File: src/rtl/parity_engine_afu.sv
// Parity engine AFU: MMIO-visible data registers with per-word parity, a write
// counter and a sticky bad-access flag, gated by a START/RESET job FSM.
package parity_engine_afu_pkg;
  typedef struct packed {
    logic       valid;
    logic [7:0] command;
  } JobInterfaceInput;

  typedef struct packed {
    logic        running;
    logic        done;
    logic        cack;
    logic [63:0] error;
    logic        yield;
  } JobInterfaceOutput;

  typedef struct packed {
    logic        valid;
    logic        read;
    logic        doubleword;
    logic [23:0] address;
    logic [63:0] data;
  } MMIOInterfaceInput;

  typedef struct packed {
    logic        ack;
    logic [63:0] data;
  } MMIOInterfaceOutput;

  typedef struct packed {
    logic [7:0] room;
  } CommandInterfaceInput;

  typedef struct packed {
    logic        valid;
    logic [7:0]  tag;
    logic [12:0] command;
    logic [63:0] address;
    logic [11:0] size;
  } CommandInterfaceOutput;

  typedef struct packed {
    logic         read_valid;
    logic [7:0]   read_tag;
    logic [5:0]   read_address;
    logic         write_valid;
    logic [7:0]   write_tag;
    logic [5:0]   write_address;
    logic [511:0] write_data;
  } BufferInterfaceInput;

  typedef struct packed {
    logic [3:0]   read_latency;
    logic [511:0] read_data;
  } BufferInterfaceOutput;

  typedef struct packed {
    logic       valid;
    logic [7:0] tag;
    logic [7:0] response;
  } ResponseInterface;
endpackage

module parity_engine_afu
  import parity_engine_afu_pkg::*;
#(
  parameter int unsigned WORDS      = 4,
  parameter bit          PARITY_ODD = 1'b0
) (
  input  logic                  clock,
  input  logic                  reset_n,
  output logic                  timebase_request,
  output logic                  parity_enabled,
  input  JobInterfaceInput      job_in,
  output JobInterfaceOutput     job_out,
  input  MMIOInterfaceInput     mmio_in,
  output MMIOInterfaceOutput    mmio_out,
  input  CommandInterfaceInput  command_in,
  output CommandInterfaceOutput command_out,
  input  BufferInterfaceInput   buffer_in,
  output BufferInterfaceOutput  buffer_out,
  input  ResponseInterface      response
);

  localparam int unsigned      IDX_W     = 23;
  localparam logic [IDX_W-1:0] P_IDX     = IDX_W'(WORDS);
  localparam logic [IDX_W-1:0] S_IDX     = IDX_W'(WORDS + 1);
  localparam logic [7:0]       CMD_START = 8'h90;
  localparam logic [7:0]       CMD_RESET = 8'h80;

  typedef enum logic [1:0] { IDLE, RUNNING, DONE } state_e;

  state_e            state_q, state_d;
  logic [63:0]       data_q [WORDS];
  logic [63:0]       data_d [WORDS];
  logic [WORDS-1:0]  par_q, par_d;
  logic [31:0]       wcnt_q, wcnt_d;
  logic              bad_q, bad_d;
  logic              running_q, done_q, ack_q;
  logic [63:0]       rdata_q, rdata_d;

  logic [IDX_W-1:0]  idx;
  logic              reset_cmd, start_cmd, rd_req, wr_req, is_bad;
  logic [63:0]       cur_word, reg_val, new_word;
  logic              unused_inputs;

  assign idx       = mmio_in.address[23:1];
  assign reset_cmd = job_in.valid && (job_in.command == CMD_RESET);
  assign start_cmd = job_in.valid && (job_in.command == CMD_START);
  assign rd_req    = mmio_in.valid && mmio_in.read;
  // RESET in the same cycle drops the write; the ack is still produced.
  assign wr_req    = mmio_in.valid && !mmio_in.read && (state_q == RUNNING) && !reset_cmd;
  assign is_bad    = idx > S_IDX;

  // Register file read mux and merged write word for half-width writes
  always_comb begin
    cur_word = '0;
    for (int i = 0; i < int'(WORDS); i++) begin
      if (idx == IDX_W'(i)) cur_word = data_q[i];
    end
    reg_val = cur_word;
    if (idx == P_IDX)      reg_val = 64'(par_q);
    else if (idx == S_IDX) reg_val = {31'b0, bad_q, wcnt_q};
    new_word = mmio_in.doubleword ? mmio_in.data : {cur_word[63:32], mmio_in.data[31:0]};
  end

  // Next-state logic for the job FSM and the register file
  always_comb begin
    state_d = state_q;
    data_d  = data_q;
    par_d   = par_q;
    wcnt_d  = wcnt_q;
    bad_d   = bad_q;
    rdata_d = '0;

    case (state_q)
      IDLE:    if (start_cmd) state_d = RUNNING;
      DONE:    state_d = IDLE;
      default: ;
    endcase

    if (rd_req) begin
      if (mmio_in.doubleword)      rdata_d = reg_val;
      else if (mmio_in.address[0]) rdata_d = {32'b0, reg_val[63:32]};
      else                         rdata_d = {32'b0, reg_val[31:0]};
    end

    if (mmio_in.valid && is_bad) bad_d = 1'b1;

    if (wr_req) begin
      for (int i = 0; i < int'(WORDS); i++) begin
        if (idx == IDX_W'(i)) begin
          data_d[i] = new_word;
          par_d[i]  = (^new_word) ^ PARITY_ODD;
          if (wcnt_q != '1) wcnt_d = wcnt_q + 32'd1;
        end
      end
    end

    if (reset_cmd) begin
      state_d = DONE;
      for (int i = 0; i < int'(WORDS); i++) data_d[i] = '0;
      par_d  = '0;
      wcnt_d = '0;
      bad_d  = 1'b0;
    end
  end

  always_ff @(posedge clock or negedge reset_n) begin
    if (!reset_n) begin
      state_q   <= IDLE;
      for (int i = 0; i < int'(WORDS); i++) data_q[i] <= '0;
      par_q     <= '0;
      wcnt_q    <= '0;
      bad_q     <= 1'b0;
      running_q <= 1'b0;
      done_q    <= 1'b0;
      ack_q     <= 1'b0;
      rdata_q   <= '0;
    end else begin
      state_q   <= state_d;
      data_q    <= data_d;
      par_q     <= par_d;
      wcnt_q    <= wcnt_d;
      bad_q     <= bad_d;
      running_q <= (state_d == RUNNING);
      done_q    <= (state_d == DONE);
      ack_q     <= mmio_in.valid;
      rdata_q   <= rdata_d;
    end
  end

  always_comb begin
    job_out         = '0;
    job_out.running = running_q;
    job_out.done    = done_q;
    job_out.error   = {63'b0, bad_q};
    mmio_out        = '0;
    mmio_out.ack    = ack_q;
    mmio_out.data   = rdata_q;
    command_out     = '0;
    buffer_out      = '0;
  end

  assign timebase_request = 1'b0;
  assign parity_enabled   = 1'b0;
  assign unused_inputs    = ^{command_in, buffer_in, response};

endmodule

File: config.mk
export PLATFORM = sky130hd
export DESIGN_NAME = parity_engine_afu
export DESIGN_NICKNAME = d
export VERILOG_FILES = /design/src/rtl/parity_engine_afu.sv
export SDC_FILE = /design/constraint.sdc
export NUM_CORES = 1
export LEC_CHECK = 0
export BUFFER_PORTS_ARGS = -buffer_cell sky130_fd_sc_hd__buf_2
export CORE_AREA = 2 2 548 550
export CTS_CLUSTER_DIAMETER = 100
export DETAILED_ROUTE_END_ITERATION = 6
export DIE_AREA = 0 0 550 552
export GPL_TIMING_DRIVEN = 0
export HOLD_SLACK_MARGIN = 0.08
export SYNTH_ARGS = -nofsm -noshare
export SYNTH_HDL_FRONTEND = slang
export SYNTH_SLANG_ARGS = --single-unit
File: constraint.sdc
create_clock -name clock -period 3.9 [get_ports clock]
set_clock_uncertainty 0.15 [all_clocks]
set_input_delay 0.39 -clock clock [delete_from_list [all_inputs] [get_ports clock]]
set_output_delay 0.39 -clock clock [all_outputs]
set_load 0.05 [all_outputs]
# Word level (Yosys, flattened, before mapping)

Index checks and enable logic that the tools add are counted.

Register bits: 362

Reduce and logical (&&, ||, !) cells: 22
Add/subtract/negate cells: 1
$lt $le $gt $ge: 1
Muxes and demuxes: 37
Eq/ne operators: 12

Operators by type and width:

| cell                                                 | number |
|---|---|
| 2-to-1 mux 64 bit                                    | 13 |
| 2-to-1 mux 256 bit                                   | 2 |
| 2-to-1 mux 32 bit                                    | 11 |
| parity 64 bit                                        | 1 |
| equality test 23 x 2 -> 1 bit, second input constant | 2 |
| equality test 23 x 3 -> 1 bit, second input constant | 2 |
| adder 32 x 1 -> 32 bit, second input constant        | 1 |
| inequality test 32 bit, second input constant        | 1 |
| equality test 23 x 1 -> 1 bit, second input constant | 1 |
| > comparator 23 x 3 -> 1 bit, second input constant  | 1 |
| zero test 23 bit                                     | 1 |
| equality test 8 bit, second input constant           | 2 |
| nonzero test 2 bit                                   | 6 |
| 2-to-1 mux 4 bit                                     | 2 |
| AND reduction 2 bit                                  | 4 |
| logical AND 1 bit                                    | 7 |
| 2-to-1 mux 1 bit                                     | 6 |
| equality test 2 x 1 -> 1 bit, second input constant  | 2 |
| equality test 2 bit, second input constant           | 2 |
| 2-to-1 mux 2 bit                                     | 2 |
| case mux 2 bit (2 select lines)                      | 1 |
| zero test 1 bit                                      | 2 |
| zero test 2 bit                                      | 1 |

# Logic depth before layout (Yosys ltp)

Gate-level depths: netlist (run 1).

Word-level depth: 11
Gate-level depth with buffers: 11
Gate-level depth less buffers: 8

# Worst setup path before layout (run 1)

No wires, ideal clock.

Kind: input port to flip-flop
Start point: in mmio_in[73] (netlist bit)
End point: reg par_q[2]
Stages on the path: 9
Data required time: 3.666 ns
Arrival time: 2.828 ns
Path slack: 0.838 ns
Path through: or4_4 -> or3_4 -> buf_6 -> o31ai_1 -> xnor2_1 -> xnor2_1 -> xnor2_1 -> xnor3_2 -> a41oi_2

Cells in the longest elaborated chain, start to end: 10
Elaborated cells on any way between the ends: 15
Those cells by class: eq/ne (3); mux (8); reduce/logical (4)

Ends and longest elaborated chain:

| element                         | RTL line | RTL |
|---|---|---|
| start, declared                 | 76       | `input MMIOInterfaceInput mmio_in,` |
| zero test 23 bit                | 119      | `if (idx == IDX_W'(i)) cur_word = data_q[i];` |
| 2-to-1 mux 64 bit (4 in series) | 119      |  |
| 2-to-1 mux 64 bit               | 124      | `new_word = mmio_in.doubleword ? mmio_in.data : {cur_word[63:32], mmio_in.data[31:0]};` |
| parity 64 bit                   | 154      | `par_d[i] = (^new_word) ^ PARITY_ODD;` |
| 2-to-1 mux 1 bit                | 152      | `if (idx == IDX_W'(i)) begin` |
| 2-to-1 mux 4 bit                | 150      | `if (wr_req) begin` |
| 2-to-1 mux 4 bit                | 160      | `if (reset_cmd) begin` |
| end signal, assigned            | 183      | `par_q <= par_d;` |
| end, declared                   | 96       | `logic [WORDS-1:0] par_q, par_d;` |

Several ways; a longest one is shown, not always the timed one. The select of a mux whose other input is x is not followed.
A chain may end at the register's enable or synchronous reset.

# Worst setup path in the final report (run 1)

Start point: in mmio_in[69] (netlist bit)
End point: reg rdata_q[7]

Cells in the longest elaborated chain, start to end: 10
Elaborated cells on any way between the ends: 15
Those cells by class: eq/ne (5); mux (9); reduce/logical (1)

Ends and longest elaborated chain:

| element                         | RTL line | RTL |
|---|---|---|
| zero test 23 bit                | 119      |  |
| 2-to-1 mux 64 bit (4 in series) | 119      |  |
| 2-to-1 mux 64 bit               | 123      | `else if (idx == S_IDX) reg_val = {31'b0, bad_q, wcnt_q};` |
| 2-to-1 mux 64 bit *             | 122      | `if (idx == P_IDX) reg_val = 64'(par_q);` |
| 2-to-1 mux 32 bit               | 144      | `else if (mmio_in.address[0]) rdata_d = {32'b0, reg_val[63:32]};` |
| 2-to-1 mux 64 bit *             | 143      | `if (mmio_in.doubleword) rdata_d = reg_val;` |
| 2-to-1 mux 64 bit *             | 142      | `if (rd_req) begin` |
| net rdata_d[7]                  | 100      | `logic [63:0] rdata_q, rdata_d;` |
| end signal, assigned            | 189      | `rdata_q <= rdata_d;` |
| end, declared                   | 100      |  |

The timed path passes the listed nets; every way through them passes the cells marked *.

==> flow_metrics.py, run 1 <==
metrics = {
    "outcome": {
        "status": "complete, no violations",
    },
    "pwr": {
        "leakagePower_nw": 15.1,
        "max-vdd-ir-drop_mv": 0.292,
        "p_switching_mw": 3.70,
        "power_density_nw_per_um2": 319,
        "power_mw": 10.5,
        "p_int_mw": 6.80,
        "p_seq_share_pct": 35.9,
        "switching_share_pct": 35.2,
        "pwr-share-clk_pct": 37.0,
        "pwr-share-comb_pct": 27.1,
    },
    "timing": {
        "slew_viol_final": 0,
        "worst_pin_slew_ns": 1.20,
        "finalHoldViolCount": 0,
        "finalCritPeriodShare_pct": 95.3,
        "relSlewSlack_pct": 19.2,
        "setup_viol": 0,
        "fin_crit_ns": 3.72,
        "rsz0062_at_grt": "no",
        "fmax_ghz": 0.269,
        "fin_ws_ns": 0.184,
        "tns_ns": 0,
    },
    "layout": {
        "finalNonFillerCells": 7506,
        "area_delta_synth_final_pct": 45.5,
        "fin_area_um2": 32900,
        "num-fill-cells": 34400,
        "final_nets": 4122,
        "drive_above_1_share_pct": 29.0,
    },
    "run": {
        "cap_violations": 0,
    },
    "floorplan": {
        "core_area_um2": 298000,
        "die_h_um": 552,
        "initial_utilization_pct": 7.59,
        "die_area_um2": 304000,
        "placement_rows": 201,
        "fp.dieW_um": 550,
        "io_pins": 1418,
    },
    "clock_network": {
        "clock_sinks": 362,
        "clkTransAtPathRegs_ns": 0.06,
        "postCtsSetupBuffers": 0,
        "clk_latency_ns": 0.58,
        "ctsHtreeMaxLevel": 2,
        "clock-root-buffer": "clkbuf_16",
        "clockBufferDepth": 3,
        "cts_tree": "done",
        "cts_made_buffers": 40,
    },
    "synth": {
        "synth.avg_cell_area_um2": 8.97,
        "synth_cell_type_count": 49,
        "synth-edff-count": 0,
        "synth_top_area_share_pct": 40.0,
        "async_flop_share_pct": 100,
        "synth.top_cells.by_area": "dfrtp_1 40%, buf_4 23%, nand2_1 9.5%, mux4_2 6.5%, a21oi_1 5.7%",
        "syn-cell-area_um2": 22600,
        "synth_top_cell_by_area": "dfrtp_1",
        "synthFlopType": "dfrtp_1",
        "synthCells": 2524,
        "synthTopCellsByCount": "687 x buf_4, 574 x nand2_1, 362 x dfrtp_1, 257 x a21oi_1, 123 x clkbuf_1",
        "yosysWarnings": 0,
        "ys_seq_area_share_pct": 40.0,
        "yosysMostFrequentCell": "buf_4",
        "synth_seq_cells": 362,
    },
    "min_path": {
        "min_path_type": "input pin to register",
    },
    "placed_design": {
        "dpl-instance-area_um2": 31100,
        "portBuffers": 169,
        "routabilityCongestion": 0.878,
        "detailed_place_hpwl_mm": 76.8,
        "pre_cts_ws_ns": -0.875,
        "placedCellCount": 7334,
    },
    "routing": {
        "drt_pre_antenna_iters": 6,
        "ant_nets": 0,
        "via_per_inst": 2.52,
        "first_iter_violations": 1728,
        "wl_per_cell_um": 12.5,
        "wirelength_mm": 93.8,
        "drc": 0,
        "dr_total_vias": 18900,
    },
    "critical_path": {
        "cp.arrival_ns": 3.97,
        "path_max_fanout": 10,
        "worstSetupPathType": "input pin to register",
        "worstSetupEndpointType": "register",
        "reg2reg_slack_ns": 0.70,
        "required_ns": 4.16,
        "start_kind": "input pin",
    },
    "global_route": {
        "grt-ovfl-total": 0,
        "grt_start_max_net_pins": 117,
        "grt_pass1_vias": 17200,
        "antenna_found_initial": 50,
        "grtUsageTotal_pct": 5.82,
        "grt_pass1_wl_mm": 126,
    },
}
## per-stage QoR
stage | utilization (%) | hold WS, ns
after CTS | 11.0 | 0.0977
after detailed placement | 10.4 | 0.166
after global routing | 11.0 | 0.127
after floorplan | - | -0.0556
final | 11.0 | 0.120
after global placement | 10.4 | 0.326
## flip-flops by register name, indices dropped and copies added, names as in the netlist
name       flops
ack_q          1
bad_q          1
data_q       256
done_q         1
par_q          4
rdata_q       64
running_q      1
state_q        2
wcnt_q        32
## kinds of logic after synthesis
| family | share of synthesized area (%) |
|---|---|
| XOR/XNOR | 4.23 |
| multiplexers | 6.77 |
| adder cells (fa/ha/maj) | 0.0552 |
| AO/OA/AOI/OAI | 9.77 |
| flip-flops | 40.0 |
| other | 0.0166 |
| AND/OR/NAND/NOR | 13.9 |
| buffers and inverters | 25.3 |
## cells in the final DEF (no fill, tap or decap), types with 10 or more instances in the layout
cell,count
buf_4,687
conb_1,681
nand2_1,574
dfrtp_1,362
a21oi_1,257
buf_2,171
clkbuf_1,128
nor2_1,81
xnor2_1,78
diode_2,67
mux4_2,65
clkbuf_16,42
o21ai_0,39
dlygate4sd3_1,34
and3_1,28
a22oi_1,28
xor2_1,26
nand3_1,24
a2bb2oi_1,16
o22a_1,12
nand4_1,10
clkinv_2,10
## final timing paths
kind | startpoint | endpoint | cells after the start
worst max register to register | data_q[163] | par_q[2] | 8
min in group asynchronous | reset_n | rdata_q[8] | 2
worst min register to register | data_q[125] | data_q[125] | 2
worst max-delay path | mmio_in[69] | rdata_q[7] | 11
worst min-delay path | mmio_in[67] | bad_q | 4
max in group asynchronous | reset_n | rdata_q[45] | 5
## what timing repair did
| action | 4_1_cts | 5_1_grt |
|---|---|---|
| hold buffers | 34 | 0 |
| pin swaps | 0 | 0 |
| endpoints found under the setup margin | 33 | 16 |
| gates resized for setup | 2 | 5 |
| hold endpoints to repair | 254 | 0 |
## layout make-up
class	count	area, um2	share of cell area, %
multi-input combinational	2009	10400	31.7
sequential	362	9060	27.5
buffer	824	5690	17.3
tap	3958	4950	15.0
timing repair buffer	206	1280	3.88
clock buffer	55	1180	3.58
antenna	67	168	0.509
clock inverter	16	150	0.456
inverter	9	33.8	0.103
## critical path, stage by stage
cell and delay [ns]:
buf_2 0.16, nor4_1 0.34, nand4_1 0.34, or3_1 0.45
or3b_2 0.46, clkbuf_1 0.19, nor2_1 0.22, clkbuf_1 0.55
a22oi_1 0.24, o22a_1 0.20, nor2_1 0.42
## layer usage
layer | up-vias | GRT usage (%) | share of wire, %
met5 | - | 0 | 0.24
met4 | 36 | 2.18 | 3.8
met3 | 158 | 3.21 | 17
met2 | 1280 | 8.24 | 39
met1 | 8535 | 7.27 | 39
li1 | 8869 | - | -
## power by group through the flow
stage | clock network [mW] | registers [mW] | logic (mW)
floorplan | 0 | 3.83 | 2.36
global placement | 0 | 3.84 | 2.72
detailed placement | 0 | 3.84 | 2.73
CTS | 3.92 | 3.77 | 2.81
global route | 4.07 | 3.76 | 2.98
finish | 3.88 | 3.77 | 2.85
Note: power is estimated with default switching activity, not from simulation.
==> run 2, diff against run 1 <==
- CAP_MARGIN: unset -> 0
- RECOVER_POWER: unset -> 25
==> run 2 against run 1 <==
  * The flow now finishes with violations (slew limit)
  * Worst hold slack lost 0.021 ns
  * Utilization about the same
  * Global-route usage is the same
  * Via count grew 0.17%
  * Sequential share of layout area rose by 0.067 points
  * First-iteration DRC count rose by 5.7%
  * Cell count about the same
  * Sequential power barely moved
  * Final area is 0.24% lower
==> flow_metrics.py, run 2 (synthesis results as in run 1) <==
metrics = {
    "floorplan": {
        "placement_rows": 201,
        "die_area_um2": 304000,
        "fp.dieW_um": 550,
        "die_h_um": 552,
        "initial_utilization_pct": 7.59,
        "io_pins": 1418,
        "core_area_um2": 298000,
    },
    "min_path": {
        "holdPathStages": 4,
        "min_path_type": "input pin to register",
    },
    "run": {
        "cap_violations": 0,
    },
    "clock_network": {
        "clockBufferDepth": 3,
        "ctsHtreeMaxLevel": 2,
        "clock-root-buffer": "clkbuf_16",
        "cts_made_buffers": 40,
        "cts_tree": "done",
        "clock_sinks": 362,
        "clkTransAtPathRegs_ns": 0.07,
        "clk_latency_ns": 0.58,
        "postCtsSetupBuffers": 0,
    },
    "outcome": {
        "failed_checks": "slew limit",
        "status": "finished, violations left",
    },
    "pwr": {
        "power_mw": 10.5,
        "power_density_nw_per_um2": 319,
        "p_int_mw": 6.80,
        "pwr-share-clk_pct": 37.0,
        "p_switching_mw": 3.69,
        "leakagePower_nw": 14.8,
        "switching_share_pct": 35.2,
        "p_seq_share_pct": 35.9,
        "max-vdd-ir-drop_mv": 0.288,
        "pwr-share-comb_pct": 27.1,
    },
    "layout": {
        "regMostFlops": "data_q",
        "drive_above_1_share_pct": 27.5,
        "finalNonFillerCells": 7508,
        "largest_reg_flops": 256,
        "area_delta_synth_final_pct": 45.1,
        "final_nets": 4122,
        "final_common_cell": "buf_4",
        "reg_top3": "data_q: 256 flops, rdata_q: 64 flops, wcnt_q: 32 flops",
        "final_cell_mix": "687 x buf_4, 681 x conb_1, 574 x nand2_1",
    },
    "critical_path": {
        "cpPeakStageDelay_ns": 0.65,
        "cp_slowest_cell": "dlygate4sd3_1",
        "cp.arrival_ns": 3.96,
        "path_max_fanout": 5,
        "worstSetupPathType": "input pin to register",
        "critical_path.cell_chain": "dlygate4sd3_1 -> buf_2 -> xor2_1 -> xnor2_1 -> xnor2_1 -> xnor2_1 -> xnor2_1 -> xnor3_1 -> xnor3_2 -> a41oi_2",
        "r2r_cells": 8,
        "required_ns": 4.16,
        "worstSetupEndpointType": "register",
        "cp_common_cell": "xnor2_1",
        "start_kind": "input pin",
    },
    "routing": {
        "wl_per_cell_um": 12.5,
        "drt_pre_antenna_iters": 6,
        "dr_total_vias": 18900,
        "drc": 0,
        "first_iter_violations": 1826,
        "via_per_inst": 2.52,
        "ant_nets": 0,
        "wirelength_mm": 93.6,
    },
    "timing": {
        "finalHoldViolCount": 0,
        "fin_crit_ns": 3.70,
        "finalCritPeriodShare_pct": 94.7,
        "worst_pin_slew_ns": 1.52,
        "setup_viol": 0,
        "relSlewSlack_pct": -1.39,
        "slew_viol_final": 103,
        "rsz0062_at_grt": "no",
        "fmax_ghz": 0.271,
    },
    "placed_design": {
        "routabilityCongestion": 0.878,
        "placedCellCount": 7334,
        "portBuffers": 169,
        "detailed_place_hpwl_mm": 76.8,
    },
    "global_route": {
        "grtUsageTotal_pct": 5.82,
        "grt_start_max_net_pins": 117,
        "antenna_found_initial": 50,
        "grt-ovfl-total": 0,
        "grt_pass1_vias": 17200,
        "grt_pass1_wl_mm": 126,
    },
}
## run 2: changes by cell type in the layout (fill, tap and decap cells not counted)
cell,previous run,this run
clkbuf_1,128,180
buf_16,3,2
clkbuf_4,0,1
buf_2,171,119
diode_2,67,69
## run 2: power groups by stage
stage	clock (mW)	sequential (mW)	combinational (mW)
2_1_floorplan	0	3.83	2.36
3_3_place_gp	0	3.84	2.72
3_5_place_dp	0	3.84	2.73
4_1_cts	3.92	3.77	2.81
5_1_grt	4.07	3.76	2.98
6_report	3.88	3.77	2.84
## run 2: timing repair
| action | 4_1_cts | 5_1_grt |
|---|---|---|
| setup endpoints to repair | 33 | 16 |
| gates resized for setup | 2 | 5 |
| gates cloned | 0 | 0 |
| pin swaps | 0 | 0 |
| hold buffers | 34 | 0 |
| hold endpoints to repair | 254 | 0 |
## run 2: layer usage
| layer | routed length, um | up-vias | global-route usage [%] |
|---|---|---|---|
| li1 | - | 8880 | - |
| met1 | 36900 | 8571 | 7.27 |
| met2 | 37100 | 1265 | 8.24 |
| met3 | 16000 | 159 | 3.21 |
| met4 | 3380 | 36 | 2.18 |
| met5 | 228 | - | 0 |
## run 2: layout make-up
type / instances / area, um2
antenna: 69 / 173
buffer: 824 / 5690
clock buffer: 55 / 1180
clock inverter: 16 / 150
fill: 34500 / 265000
inverter: 9 / 33.8
multi-input combinational: 2009 / 10400
sequential: 362 / 9060
tap: 3958 / 4950
timing repair buffer: 206 / 1190
## run 2: worst paths after layout
path                                to  slack, ns         from
min                              bad_q        0.1  mmio_in[67]
max reg2reg                   par_q[2]       0.69  data_q[163]
min in group asynchronous   rdata_q[8]       0.27      reset_n
max in group asynchronous  rdata_q[45]       0.68      reset_n
min reg2reg                data_q[125]       0.36  data_q[125]
max                           par_q[2]       0.20   mmio_in[1]
## run 2: metrics by stage
step	hold slack, ns	instance area, um2	worst slack, ns	setup TNS [ns]	util (%)
floorplan	-0.0556	25200	0.838	0	-
detailed placement	0.166	31100	-0.875	-61.89	10.4
global placement	0.326	31000	-5.13	-1918.17	10.4
finish	0.0996	32900	0.205	0	11.0
CTS	0.0977	32800	0.0417	0	11.0
global route	0.127	32700	0.0129	0	11.0
## run 2: worst max-delay path, delay by kind of cell
family	cells	cell delay (ns)
xor+xnor	7	2.42
compound gates	1	0.13
buf+inv	2	0.99
